==> config.mk <==
export PLATFORM = sky130hd
export DESIGN_NAME = traffic_intersection_ctrl
export DESIGN_NICKNAME = d
export VERILOG_FILES = /design/src/rtl/traffic_pkg.sv /design/src/rtl/tl_tick_gen.sv /design/src/rtl/traffic_intersection_ctrl.sv
export SDC_FILE = /design/constraint.sdc
export NUM_CORES = 1
export LEC_CHECK = 0
export ABC_AREA = 0
export ABC_CLOCK_PERIOD_IN_PS = 3910
export CAP_MARGIN = 20
export CORE_MARGIN = 10
export CORE_UTILIZATION = 45
export DETAILED_ROUTE_END_ITERATION = 8
export SLEW_MARGIN = 10
export SYNTH_ARGS = -nofsm -noshare
export SYNTH_HDL_FRONTEND = slang
export SYNTH_SLANG_ARGS = --single-unit
==> constraint.sdc <==
create_clock -name clk -period 3.91 [get_ports clk]
set_input_delay 1.173 -clock clk [delete_from_list [all_inputs] [get_ports clk]]
set_output_delay 1.173 -clock clk [all_outputs]
set_load 0.005 [all_outputs]
==> src/rtl/traffic_pkg.sv <==
// Shared types and lamp encodings for the intersection controller.
// The lamp decode lives here so the state/lamp mapping has a single owner.
package traffic_pkg;

    typedef enum logic [2:0] {
        ALL_RED_A = 3'd0,
        NS_GREEN  = 3'd1,
        NS_YELLOW = 3'd2,
        ALL_RED_B = 3'd3,
        EW_GREEN  = 3'd4,
        EW_YELLOW = 3'd5,
        PED_WALK  = 3'd6,
        FLASH     = 3'd7
    } state_t;

    typedef enum logic {
        NS = 1'b0,
        EW = 1'b1
    } dir_t;

    localparam int unsigned LED_W = 3;

    localparam logic [LED_W-1:0] LED_RED = 3'b100;
    localparam logic [LED_W-1:0] LED_AMB = 3'b010;
    localparam logic [LED_W-1:0] LED_GRN = 3'b001;
    localparam logic [LED_W-1:0] LED_OFF = 3'b000;

    typedef struct packed {
        logic [LED_W-1:0] ns;
        logic [LED_W-1:0] ew;
        logic             walk;
    } lamp_t;

    // Moore lamp pattern for a state; flash_on selects the lit half of the flash cycle.
    function automatic lamp_t lamp_decode(input state_t s, input logic flash_on);
        lamp_t l;
        l.ns   = LED_RED;
        l.ew   = LED_RED;
        l.walk = 1'b0;
        case (s)
            NS_GREEN:  l.ns = LED_GRN;
            NS_YELLOW: l.ns = LED_AMB;
            EW_GREEN:  l.ew = LED_GRN;
            EW_YELLOW: l.ew = LED_AMB;
            PED_WALK:  l.walk = 1'b1;
            FLASH: begin
                l.ns = flash_on ? LED_AMB : LED_OFF;
                l.ew = flash_on ? LED_AMB : LED_OFF;
            end
            default: ;
        endcase
        return l;
    endfunction

endpackage

==> src/rtl/tl_tick_gen.sv <==
// Prescaler producing a one-cycle tick every TICK_DIV clocks.
// A synchronous restart realigns the tick to the start of a new phase.
module tl_tick_gen #(
    parameter int unsigned TICK_DIV = 100_000_000
) (
    input  logic clk,
    input  logic rst_n,
    input  logic restart,
    output logic tick_c
);

    localparam int unsigned CW = (TICK_DIV > 1) ? $clog2(TICK_DIV) : 1;
    localparam logic [CW-1:0] LAST = CW'(TICK_DIV - 1);

    logic [CW-1:0] cnt;

    always_ff @(posedge clk or negedge rst_n) begin
        if (!rst_n) begin
            cnt <= '0;
        end else if (restart || (cnt == LAST)) begin
            cnt <= '0;
        end else begin
            cnt <= cnt + CW'(1);
        end
    end

    assign tick_c = (cnt == LAST);

endmodule

==> src/rtl/traffic_intersection_ctrl.sv <==
// Two-approach intersection sequencer with pedestrian phase and maintenance flash.
// Lamps are registered from the next-state decode, so they track the state register with no lag.
module traffic_intersection_ctrl
    import traffic_pkg::*;
#(
    parameter int unsigned TICK_DIV    = 100_000_000,
    parameter int unsigned GREEN_T     = 55,
    parameter int unsigned YELLOW_T    = 8,
    parameter int unsigned ALLRED_T    = 2,
    parameter int unsigned WALK_T      = 10,
    parameter int unsigned MIN_GREEN_T = 5
) (
    input  logic             clk,
    input  logic             rst_n,
    input  logic             ped_btn,
    input  logic             maint,
    output logic [LED_W-1:0] ns_led,
    output logic [LED_W-1:0] ew_led,
    output logic             walk,
    output logic             ped_wait,
    output logic [2:0]       phase
);

    localparam int unsigned MAX_GY = (GREEN_T > YELLOW_T) ? GREEN_T : YELLOW_T;
    localparam int unsigned MAX_AW = (ALLRED_T > WALK_T) ? ALLRED_T : WALK_T;
    localparam int unsigned MAX_T  = (MAX_GY > MAX_AW) ? MAX_GY : MAX_AW;
    localparam int unsigned PW     = (MAX_T > 1) ? $clog2(MAX_T) : 1;

    localparam logic [PW-1:0] GREEN_LAST  = PW'(GREEN_T - 1);
    localparam logic [PW-1:0] YELLOW_LAST = PW'(YELLOW_T - 1);
    localparam logic [PW-1:0] ALLRED_LAST = PW'(ALLRED_T - 1);
    localparam logic [PW-1:0] WALK_LAST   = PW'(WALK_T - 1);
    localparam logic [PW-1:0] MIN_LAST    = PW'(MIN_GREEN_T - 1);

    state_t        state, state_nx;
    dir_t          next_dir, next_dir_nx;
    logic [PW-1:0] phase_cnt;
    logic          ped_pending, ped_pending_nx;
    logic          flash_on, flash_nx;
    logic          btn_meta, btn_sync, btn_prev;
    logic          ped_rise_c;
    logic          tick_c;
    logic          restart_c;
    logic          green_end_c;
    lamp_t         lamp_nx;

    tl_tick_gen #(
        .TICK_DIV(TICK_DIV)
    ) u_tick (
        .clk    (clk),
        .rst_n  (rst_n),
        .restart(restart_c),
        .tick_c (tick_c)
    );

    // Button synchroniser and rising-edge detect.
    always_ff @(posedge clk or negedge rst_n) begin
        if (!rst_n) begin
            btn_meta <= 1'b0;
            btn_sync <= 1'b0;
            btn_prev <= 1'b0;
        end else begin
            btn_meta <= ped_btn;
            btn_sync <= btn_meta;
            btn_prev <= btn_sync;
        end
    end

    assign ped_rise_c = btn_sync & ~btn_prev;

    // A pending request lets green end early once the minimum green has elapsed.
    assign green_end_c = tick_c &&
                         ((phase_cnt == GREEN_LAST) || (ped_pending && (phase_cnt >= MIN_LAST)));

    always_ff @(posedge clk or negedge rst_n) begin
        if (!rst_n) begin
            state       <= ALL_RED_A;
            next_dir    <= NS;
            phase_cnt   <= '0;
            ped_pending <= 1'b0;
            flash_on    <= 1'b0;
            ns_led      <= LED_RED;
            ew_led      <= LED_RED;
            walk        <= 1'b0;
        end else begin
            state       <= state_nx;
            next_dir    <= next_dir_nx;
            ped_pending <= ped_pending_nx;
            flash_on    <= flash_nx;
            ns_led      <= lamp_nx.ns;
            ew_led      <= lamp_nx.ew;
            walk        <= lamp_nx.walk;
            if (restart_c) begin
                phase_cnt <= '0;
            end else if (tick_c && (state != FLASH)) begin
                phase_cnt <= phase_cnt + PW'(1);
            end
        end
    end

    always_comb begin
        state_nx       = state;
        next_dir_nx    = next_dir;
        ped_pending_nx = ped_pending;
        flash_nx       = flash_on;

        case (state)
            ALL_RED_A: begin
                next_dir_nx = NS;
                if (tick_c && (phase_cnt == ALLRED_LAST)) begin
                    state_nx = ped_pending ? PED_WALK : NS_GREEN;
                end
            end
            NS_GREEN: begin
                if (green_end_c) state_nx = NS_YELLOW;
            end
            NS_YELLOW: begin
                if (tick_c && (phase_cnt == YELLOW_LAST)) state_nx = ALL_RED_B;
            end
            ALL_RED_B: begin
                next_dir_nx = EW;
                if (tick_c && (phase_cnt == ALLRED_LAST)) begin
                    state_nx = ped_pending ? PED_WALK : EW_GREEN;
                end
            end
            EW_GREEN: begin
                if (green_end_c) state_nx = EW_YELLOW;
            end
            EW_YELLOW: begin
                if (tick_c && (phase_cnt == YELLOW_LAST)) state_nx = ALL_RED_A;
            end
            PED_WALK: begin
                if (tick_c && (phase_cnt == WALK_LAST)) begin
                    state_nx = (next_dir == NS) ? NS_GREEN : EW_GREEN;
                end
            end
            FLASH: begin
                next_dir_nx = NS;
                state_nx    = ALL_RED_A;
            end
            default: state_nx = ALL_RED_A;
        endcase

        if (maint) state_nx = FLASH;

        // Requests are consumed on walk entry; edges inside walk or flash are dropped.
        if ((state_nx == PED_WALK) && (state != PED_WALK)) begin
            ped_pending_nx = 1'b0;
        end else if (ped_rise_c && (state != PED_WALK) && (state != FLASH)) begin
            ped_pending_nx = 1'b1;
        end

        if ((state_nx == FLASH) && (state != FLASH)) begin
            flash_nx = 1'b1;
        end else if ((state == FLASH) && tick_c) begin
            flash_nx = ~flash_on;
        end

        restart_c = (state_nx != state);
        lamp_nx   = lamp_decode(state_nx, flash_nx);
    end

    assign phase    = 3'(state);
    assign ped_wait = ped_pending;

endmodule

# [Word level (Yosys, flattened, before mapping)]
# Cells that the tools add are included.
[totals] input_bits=4 wordCells=81 regBits=49
[classes] n_mux=24 n_addsub=2 reduce_logical=18 eq_ne=21 order_cmp=1 bitwise_logic=3
[ops] op="two-way mux 3 bit" count=10
[ops] op="adder 27 x 1 -> 27 bit (second input constant)" count=1
[ops] op="== test 27 bit (second input constant)" count=1
[ops] op="two-way mux 27 bit" count=1
[ops] op="== test 3 bit (second input constant)" count=8
[ops] op="case mux 3 bit (8 select lines)" count=1
[ops] op="case mux 3 bit (3 select lines)" count=2
[ops] op="two-way mux 6 bit" count=2
[ops] op="logical AND 1 bit" count=11
[ops] op="== test 3 x 2 -> 1 bit (second input constant)" count=3
[ops] op="adder 6 x 1 -> 6 bit (second input constant)" count=1
[ops] op="== test 3 x 1 -> 1 bit (second input constant)" count=2
[ops] op="== test 6 x 1 -> 1 bit (second input constant)" count=1
[ops] op="== test 6 x 3 -> 1 bit (second input constant)" count=1
[ops] op="== test 6 x 4 -> 1 bit (second input constant)" count=1
[ops] op="== test 6 bit (second input constant)" count=1
[ops] op="greater-or-equal comparator 6 x 3 -> 1 bit (second input constant)" count=1
[ops] op="!= test 3 bit (second input constant)" count=2
[ops] op="nonzero test 2 bit" count=3
[ops] op="two-way mux 1 bit" count=5
[ops] op="two-way mux 2 bit" count=2
[ops] op="logical NOT 3 bit" count=1
[ops] op="!= test 3 bit" count=1
[ops] op="logical OR 1 bit" count=2
[ops] op="4 further kinds" count=5

# [Longest topological paths before layout]
# Gate-level depths: netlist (run 1).
[depth] ltp_word=12 mapped_depth=12

# [Hierarchy]
# From an unflattened synthesis (run 1), not the netlist that was laid out.
[hier_totals] cells_unflattened=291 area_unflattened_um2=2752.6
[by_module_without_submodules] mod="tl_tick_gen" seq_area_each_um2=675.6 cells_each=151 instances=1 area_per_inst_um2=1417.6
[by_module_without_submodules] mod="traffic_intersection_ctrl" seq_area_each_um2=553.0 cells_each=140 instances=1 area_per_inst_um2=1335.0

# [Worst setup path before layout (run 1)]
# No wires, ideal clock.
[synth_timing] kind="register to register" startpoint="register phase_cnt[1]" endpoint="register u_tick.cnt[22]" synth_period_minus_slack_ps=3096 n_path_buf=3 setup_slack_ps=814 t_arrival_ps=2995 stages_incl_launch_ff=13 setup_ps=101 cell_sequence="dfrtp_1 -> inv_1 -> ha_1 -> or4b_1 -> clkbuf_2 -> nor2_1 -> or4b_1 -> a21oi_2 -> or4b_1 -> buf_4 -> xnor2_4 -> buf_6 -> nor4_1"
[synth_between] elab_chain_cells=10
[synth_rtl] item="from (decl)" line="traffic_intersection_ctrl.sv:37" text="logic [PW-1:0] phase_cnt;"
[synth_rtl] item="from (signal assigned)" line="traffic_intersection_ctrl.sv:96" text="phase_cnt <= phase_cnt + PW'(1);"
[synth_rtl] item="greater-or-equal comparator 6 x 3 -> 1 bit" line="traffic_intersection_ctrl.sv:73" text="((phase_cnt == GREEN_LAST) || (ped_pending && (phase_cnt >= MIN_LAST)));"
[synth_rtl] item="logical AND 1 bit" line="traffic_intersection_ctrl.sv:73"
[synth_rtl] item="logical OR 1 bit" line="traffic_intersection_ctrl.sv:73"
[synth_rtl] item="logical AND 1 bit" line="traffic_intersection_ctrl.sv:72" text="assign green_end_c = tick_c &&"
[synth_rtl] item="two-way mux 3 bit, on equally long branches" line="traffic_intersection_ctrl.sv:127, traffic_intersection_ctrl.sv:115"
[synth_rtl] item="case mux 3 bit (8 select lines) (*)" line="traffic_intersection_ctrl.sv:107" text="case (state)"
[synth_rtl] item="two-way mux 3 bit (*)" line="traffic_intersection_ctrl.sv:144" text="if (maint) state_nx = FLASH;"
[synth_rtl] item="via state_nx[1]" line="traffic_intersection_ctrl.sv:35" text="state_t state, state_nx;"
[synth_rtl] item="!= test 3 bit (*)" line="traffic_intersection_ctrl.sv:159" text="restart_c = (state_nx != state);"
[synth_rtl] item="logical OR 1 bit (*)" line="tl_tick_gen.sv:20" text="end else if (restart || (cnt == LAST)) begin"
[synth_rtl] item="two-way mux 27 bit (*)" line="tl_tick_gen.sv:20"
[synth_rtl] item="to (signal assigned)" line="tl_tick_gen.sv:23" text="cnt <= cnt + CW'(1);"
[synth_rtl] item="to (decl)" line="tl_tick_gen.sv:15" text="logic [CW-1:0] cnt;"
# The timed path passes the listed nets; every way through them passes the cells marked *.
# A chain may end at the register's enable or synchronous reset.

# [Worst setup path in the final report (run 1)]
[layout_timing] startpoint="register phase_cnt[1]" endpoint="register u_tick.cnt[24]"
[layout_between] elab_chain_cells=10
[layout_rtl] item="greater-or-equal comparator 6 x 3 -> 1 bit" line="traffic_intersection_ctrl.sv:73"
[layout_rtl] item="logical AND 1 bit" line="traffic_intersection_ctrl.sv:73"
[layout_rtl] item="logical OR 1 bit" line="traffic_intersection_ctrl.sv:73"
[layout_rtl] item="logical AND 1 bit" line="traffic_intersection_ctrl.sv:72"
[layout_rtl] item="two-way mux 3 bit, on equally long branches" line="traffic_intersection_ctrl.sv:127, traffic_intersection_ctrl.sv:115"
[layout_rtl] item="case mux 3 bit (8 select lines) (*)" line="traffic_intersection_ctrl.sv:107"
[layout_rtl] item="two-way mux 3 bit (*)" line="traffic_intersection_ctrl.sv:144"
[layout_rtl] item="!= test 3 bit (*)" line="traffic_intersection_ctrl.sv:159"
[layout_rtl] item="logical OR 1 bit (*)" line="tl_tick_gen.sv:20"
[layout_rtl] item="two-way mux 27 bit (*)" line="tl_tick_gen.sv:20"
# Mark *: on every way between the ends. The rest lies on a longest branch, timed or not.

==> impl_metrics.toml, run 1 <==
[critical_path]
cp_cell_sequence = "inv_1 -> ha_1 -> or4b_1 -> nor2_1 -> or4b_1 -> a21oi_2 -> or4b_1 -> xnor2_4 -> buf_12 -> nor4_1"
crit_top_cell = "or4b_1"
crit_path_max_incr_delay_ps = 670
cp-end-kind = "flip-flop"
arrival_ps = 3730
cp-start-kind = "flip-flop"
crit_path_top_delay_cell = "or4b_1"
cp.required_ps = 4100
crit_type = "reg2reg"
path_max_fanout = 33

[logic_synthesis]
synth_top_area_cell = "dfrtp_1"
synth-edff-count = 0
synth-warning-count = 0
syn_area_sq_mm = 0.00267
synthesis.nets = 285
synth_cell_type_count = 48
synth_top_area_share_pct = 44.0
synth_common_cells = "47 x dfrtp_1, 28 x nor3_1, 23 x nand2_1"
synth.avg_cell_area_sq_um = 9.68
seq_area_frac_synth_pct = 46.0
synth_cells = 276
synth-seq-cells = 49
yosysMostFrequentCell = "dfrtp_1"
synthTopCellsByArea = "dfrtp_1 44%, nor3_1 5.2%, xor2_1 5.2%, nor4_1 4.9%, xnor2_1 4.9%"
dominantRegCellSynth = "dfrtp_1"
async_flop_share_pct = 100

[power]
max-vdd-ir-drop_mv = 0.218
power_density_mw_per_mm2 = 379
p_total_mw = 1.12
leakage_nw = 1.16

[global_routing]
track_usage_pct = 11.9
antenna_found_initial = 0
grt_max_degree = 34
grt_pass1_wl_microns = 9610
overflow = 0
grt_pass1_vias = 1993

[run]
drv_cap = 0

[drt]
dr.pass1.iters = 4
drt_wl_total_microns = 5520
vias = 2014
via_per_inst = 5.59
drt_iter0_markers = 88
routedWlPerCell_microns = 15.3
ant_nets = 0
route.detailed.drc = 0

[die]
fp-row-count = 28
die_h_microns = 97.1
start_util_pct = 45.7
core_sq_mm = 0.00585
die_area_sq_mm = 0.00942
die_w_microns = 97.1
ioPinCount = 15

[placed_design]
place_congestion = 0.831
dp_hpwl_microns = 3770
port_buffers = 14
dp_slack_ps = 412

[clocking]
clk_latency_ps = 310
cts-root-buf = "clkbuf_8"
cts_hold_buf = 0
cts_tree = "built"
cts_made_buffers = 5
post_cts_buffers = 0
cts_resized = 0
cts_sinks = 49
cts.path.max_buffers = 2
htreeDepth = 2
path_clk_slew_ps = 90

[timing]
period_share_pct = 90.5
worst_slew_pin_slew_ps = 486
maxSlewViolCount = 0
fin_crit_ps = 3540
finalClockSkew_ps = 11.3
slew_headroom_pct = 67.4
setup_viol = 0
timing_hold_violations_final = 0
tns_ps = 0
fin_ws_ps = 370
rsz0062_at_grt = "false"
fmax_mhz = 282

[worst_hold_path]
hold_class = "reg2reg"

[layout]
seqCellArea_sq_mm = 0.00123
multi_input_area_sq_mm = 0.00130
diodes = 0
layout.nets = 293
fillers = 548
syn_to_final_growth_pct = 11.0
drive_above_1_share_pct = 7.37

[outcome]
run_status = "completed"
==> sequential cells by signal, indices dropped and copies added (netlist names) <==
name	count
btn_meta	1
ew_led	3
phase	3
walk	1
next_dir	1
ped_wait	1
btn_sync	1
btn_prev	1
flash_on	1
ns_led	3
phase_cnt	6
u_tick.cnt	27
==> critical path: cells and delay by family, from the launching register on <==
family	cells	cell delay [ps]
simple gates	5	2170
xor+xnor	1	210
compound gates	1	210
flops	1	440
fa+ha+maj	1	130
buf+inv	2	260
==> stage by stage <==
| step | hold WS (ps) | utilization [%] | cell area (sq um) | cells |
|---|---|---|---|---|
| floorplan | 331 | - | 2670 | 276 |
| global placement | 337 | 48.4 | 2830 | 351 |
| detailed placement | 340 | 48.7 | 2850 | 352 |
| CTS | 373 | 50.7 | 2970 | 360 |
| global route | 375 | 50.7 | 2970 | 360 |
| finish | 370 | 50.7 | 2970 | 360 |
==> path summary, 6_finish.rpt <==
check | start | endpoint | slack [ps] | cells past startpoint
worst min register to register | btn_meta$_DFF_PN0_ | btn_sync$_DFF_PN0_ | 370 | 0
worst max register to register | phase_cnt[1]$_DFFE_PN0P_ | u_tick.cnt[24]$_DFF_PN0_ | 370 | 10
max in group asynchronous | rst_n | ew_led[2]$_DFF_PN1_ | 2540 | 2
worst min-delay path | btn_meta$_DFF_PN0_ | btn_sync$_DFF_PN0_ | 370 | 0
min in group asynchronous | rst_n | u_tick.cnt[4]$_DFF_PN0_ | 780 | 1
worst max-delay path | phase_cnt[1]$_DFFE_PN0P_ | u_tick.cnt[24]$_DFF_PN0_ | 370 | 10
==> report_power, final <==
group | leakage (nW) | switching, mW | internal (mW)
Combinational | 0.460 | 0.118 | 0.0792
Clock | 0.0543 | 0.177 | 0.192
Sequential | 0.643 | 0.0258 | 0.531
Total | 1.16 | 0.321 | 0.802
==> layout by cell type (no fill, tap or decap), drive strengths merged, types with 4 or more instances in the layout <==
cell	synthesis	routed
ha	5	5
dfrtp	47	47
nor4	21	21
o21ai	6	6
nor3	28	28
inv	10	10
nand4	7	7
a21oi	5	5
nand3	13	13
clkdlybuf4s50	0	13
nor2	16	16
xor2	16	16
buf	10	5
clkbuf	7	5
and4	4	4
xnor2	16	16
nand2	23	23
==> cells by family (layout without fill, tap and decap cells) <==
group	Yosys count	after routing	synth area share [%]
xor gates and xnor gates	32	32	11.2
muxes	3	3	1.12
and+or+nand+nor	135	135	27.4
adders and majority gates	5	5	2.34
buffers and inverters	27	36	5.52
AOI/OAI and AO/OA	25	25	6.41
DFF	49	49	46.0
==> per-layer routing <==
metal,part of all wire (%),track usage [%]
met2,47,18.5
met1,48,15.5
met4,0.87,3.97
met3,4.5,3.41
met5,0,0
==> layout make-up <==
class,instances,area share [%]
Clock buffer,5,2.32
Clock inverter,3,1.56
Inverter,10,1.27
Multi-Input combinational cell,200,43.9
Sequential cell,49,41.4
Tap cell,75,3.16
Timing Repair Buffer,18,6.41
(Power assumes the default switching activity.)
==> run 2, diff against run 1 <==
--- a/config.mk
+++ b/config.mk
@@ -11,6 +11,7 @@
 export CORE_MARGIN = 10
 export CORE_UTILIZATION = 45
 export DETAILED_ROUTE_END_ITERATION = 8
+export HOLD_SLACK_MARGIN = 0.1
 export SLEW_MARGIN = 10
 export SYNTH_ARGS = -nofsm -noshare
 export SYNTH_HDL_FRONTEND = slang
==> results of run 2 <==
Same layout as run 1: the final DEF is identical, and so are final timing and power.
==> run 3, diff against run 2 <==
==> constraint.sdc (replaced) <==
create_clock -name clk -period 3.91 [get_ports clk]
set_input_delay 0.782 -clock clk [delete_from_list [all_inputs] [get_ports clk]]
set_output_delay 0.782 -clock clk [all_outputs]
set_load 0.005 [all_outputs]
==> run 3 against run 2 <==
- sequential power about the same
- via count up 1.9%
- register-to-register slack better by 30 ps
- clock power down 17%
- routed wire length down 0.38%
- cell area down 1.2%
- largest cell class unchanged
- final cell count unchanged
==> impl_metrics.toml, run 3 (synthesis results as in run 1) <==
[clocking]
cts.path.max_buffers = 2
cts_tree = "built"
cts_hold_buf = 0
cts_made_buffers = 5
cts_resized = 0
cts-root-buf = "clkbuf_8"
clk_latency_ps = 310
path_clk_slew_ps = 100
post_cts_buffers = 0
cts_sinks = 49
htreeDepth = 2

[timing]
setup_viol = 0
fin_ws_ps = 402
maxSlewViolCount = 0
period_share_pct = 89.7
finalClockSkew_ps = 11.6
timing_hold_violations_final = 0
slew_headroom_pct = 63.6
fmax_mhz = 285
tns_ps = 0
holdWs_ps = 362
fin_crit_ps = 3510
rsz0062_at_grt = "false"
worst_slew_pin_slew_ps = 543

[worst_hold_path]
worstHoldStart = "btn_meta$_DFF_PN0_"
hold_path_depth = 0
hold_class = "reg2reg"
min_to = "btn_sync$_DFF_PN0_"

[layout]
drive_above_1_share_pct = 7.37
final_cell_mix = "47 x dfrtp_1, 27 x nor3_1, 23 x nand2_1, 21 x nor4_1"
layout_commonest_cell = "dfrtp_1"
multi_input_area_sq_mm = 0.00130
layout.nets = 293
top_register = "u_tick.cnt"
biggestRegsByFlops = "u_tick.cnt (27), phase_cnt (6)"
diodes = 0
seqCellArea_sq_mm = 0.00123
syn_to_final_growth_pct = 9.64
fillers = 541
largest_reg_flops = 27

[drt]
drt_iter0_markers = 94
dr.pass1.iters = 4
drt_wl_total_microns = 5500
route.detailed.drc = 0
via_per_inst = 5.70
vias = 2052
routedWlPerCell_microns = 15.3
ant_nets = 0

[die]
die_h_microns = 97.1
die_area_sq_mm = 0.00942
ioPinCount = 15
start_util_pct = 45.7
core_sq_mm = 0.00585
die_w_microns = 97.1
fp-row-count = 28

[global_routing]
grt_max_degree = 34
antenna_found_initial = 0
overflow = 0
grt_pass1_vias = 1919
grtUsageMet2_pct = 17.7
top_usage_layer = "met2"
grt_pass1_wl_microns = 9480
grtUsageMet1_pct = 15.7
grt_use_met3_pct = 2.84
track_usage_pct = 11.7

[critical_path]
cp.required_ps = 4120
r2r-start = "phase_cnt[1]$_DFFE_PN0P_"
rr_endpoint = "u_tick.cnt[5]$_DFF_PN0_"
arrival_ps = 3710
cp-start-kind = "flip-flop"
r2r_slack_ps = 400
crit_type = "reg2reg"
cp-end-kind = "flip-flop"
path_max_fanout = 33
rr_worst_depth = 10

[placed_design]
place_congestion = 0.857
dp_slack_ps = 406
port_buffers = 14
dp_hpwl_microns = 3690

[outcome]
run_status = "completed"

[power]
max-vdd-ir-drop_mv = 0.203
power_density_mw_per_mm2 = 361
leakage_nw = 1.13
p_total_mw = 1.06

[run]
drv_cap = 0
==> run 3: changes by cell type in the layout (fill, tap and decap cells not counted) <==
cell,previous run,this run
bufinv_16,1,0
clkinvlp_4,1,3
buf_12,2,1
clkinv_4,1,0
buf_4,2,3
==> run 3: through the flow <==
step	instance area (sq um)	util [%]	instances
3_3_place_gp	2840	48.5	352
3_5_place_dp	2840	48.5	352
2_1_floorplan	2670	-	276
5_1_grt	2930	50.1	360
4_1_cts	2930	50.1	360
6_report	2930	50.1	360
==> run 3: layer usage <==
metal / vias up / wire length, microns
met1: 1004 / 2730
met5: - / 0
met3: 8 / 220
met4: 0 / 61
li1: 1000 / -
met2: 40 / 2490
==> run 3: report_power, final <==
group	switching, mW	internal [mW]
clock network	0.181	0.126
logic	0.117	0.0776
registers	0.0259	0.531
==> run 3: critical path, cell delays in order (launching register included) <==
cell and delay (ps):
dfrtp_1 430, inv_1 90, ha_1 130, or4b_1 560, nor2_1 120, or4b_1 470
a21oi_2 210, or4b_1 660, xnor2_4 210, buf_12 170, nor4_1 320
==> run 3: worst max-delay path by stage <==
stage                        startpoint                        to  slack, ps
5_1_grt        phase_cnt[1]$_DFFE_PN0P_   u_tick.cnt[1]$_DFF_PN0_        170
6_report       phase_cnt[1]$_DFFE_PN0P_   u_tick.cnt[5]$_DFF_PN0_        400
3_3_place_gp   phase_cnt[1]$_DFFE_PN0P_   u_tick.cnt[1]$_DFF_PN0_        570
3_5_place_dp   phase_cnt[1]$_DFFE_PN0P_   u_tick.cnt[5]$_DFF_PN0_        410
4_1_cts        phase_cnt[1]$_DFFE_PN0P_   u_tick.cnt[5]$_DFF_PN0_        380
2_1_floorplan  phase_cnt[1]$_DFFE_PN0P_  u_tick.cnt[22]$_DFF_PN0_        810
==> run 3: cell type report <==
class | count | area share (%)
multi-input combinational | 200 | 44.4
sequential | 49 | 41.9
timing repair buffer | 18 | 6.06
tap | 75 | 3.20
clock buffer | 5 | 2.35
inverter | 10 | 1.28
clock inverter | 3 | 0.769
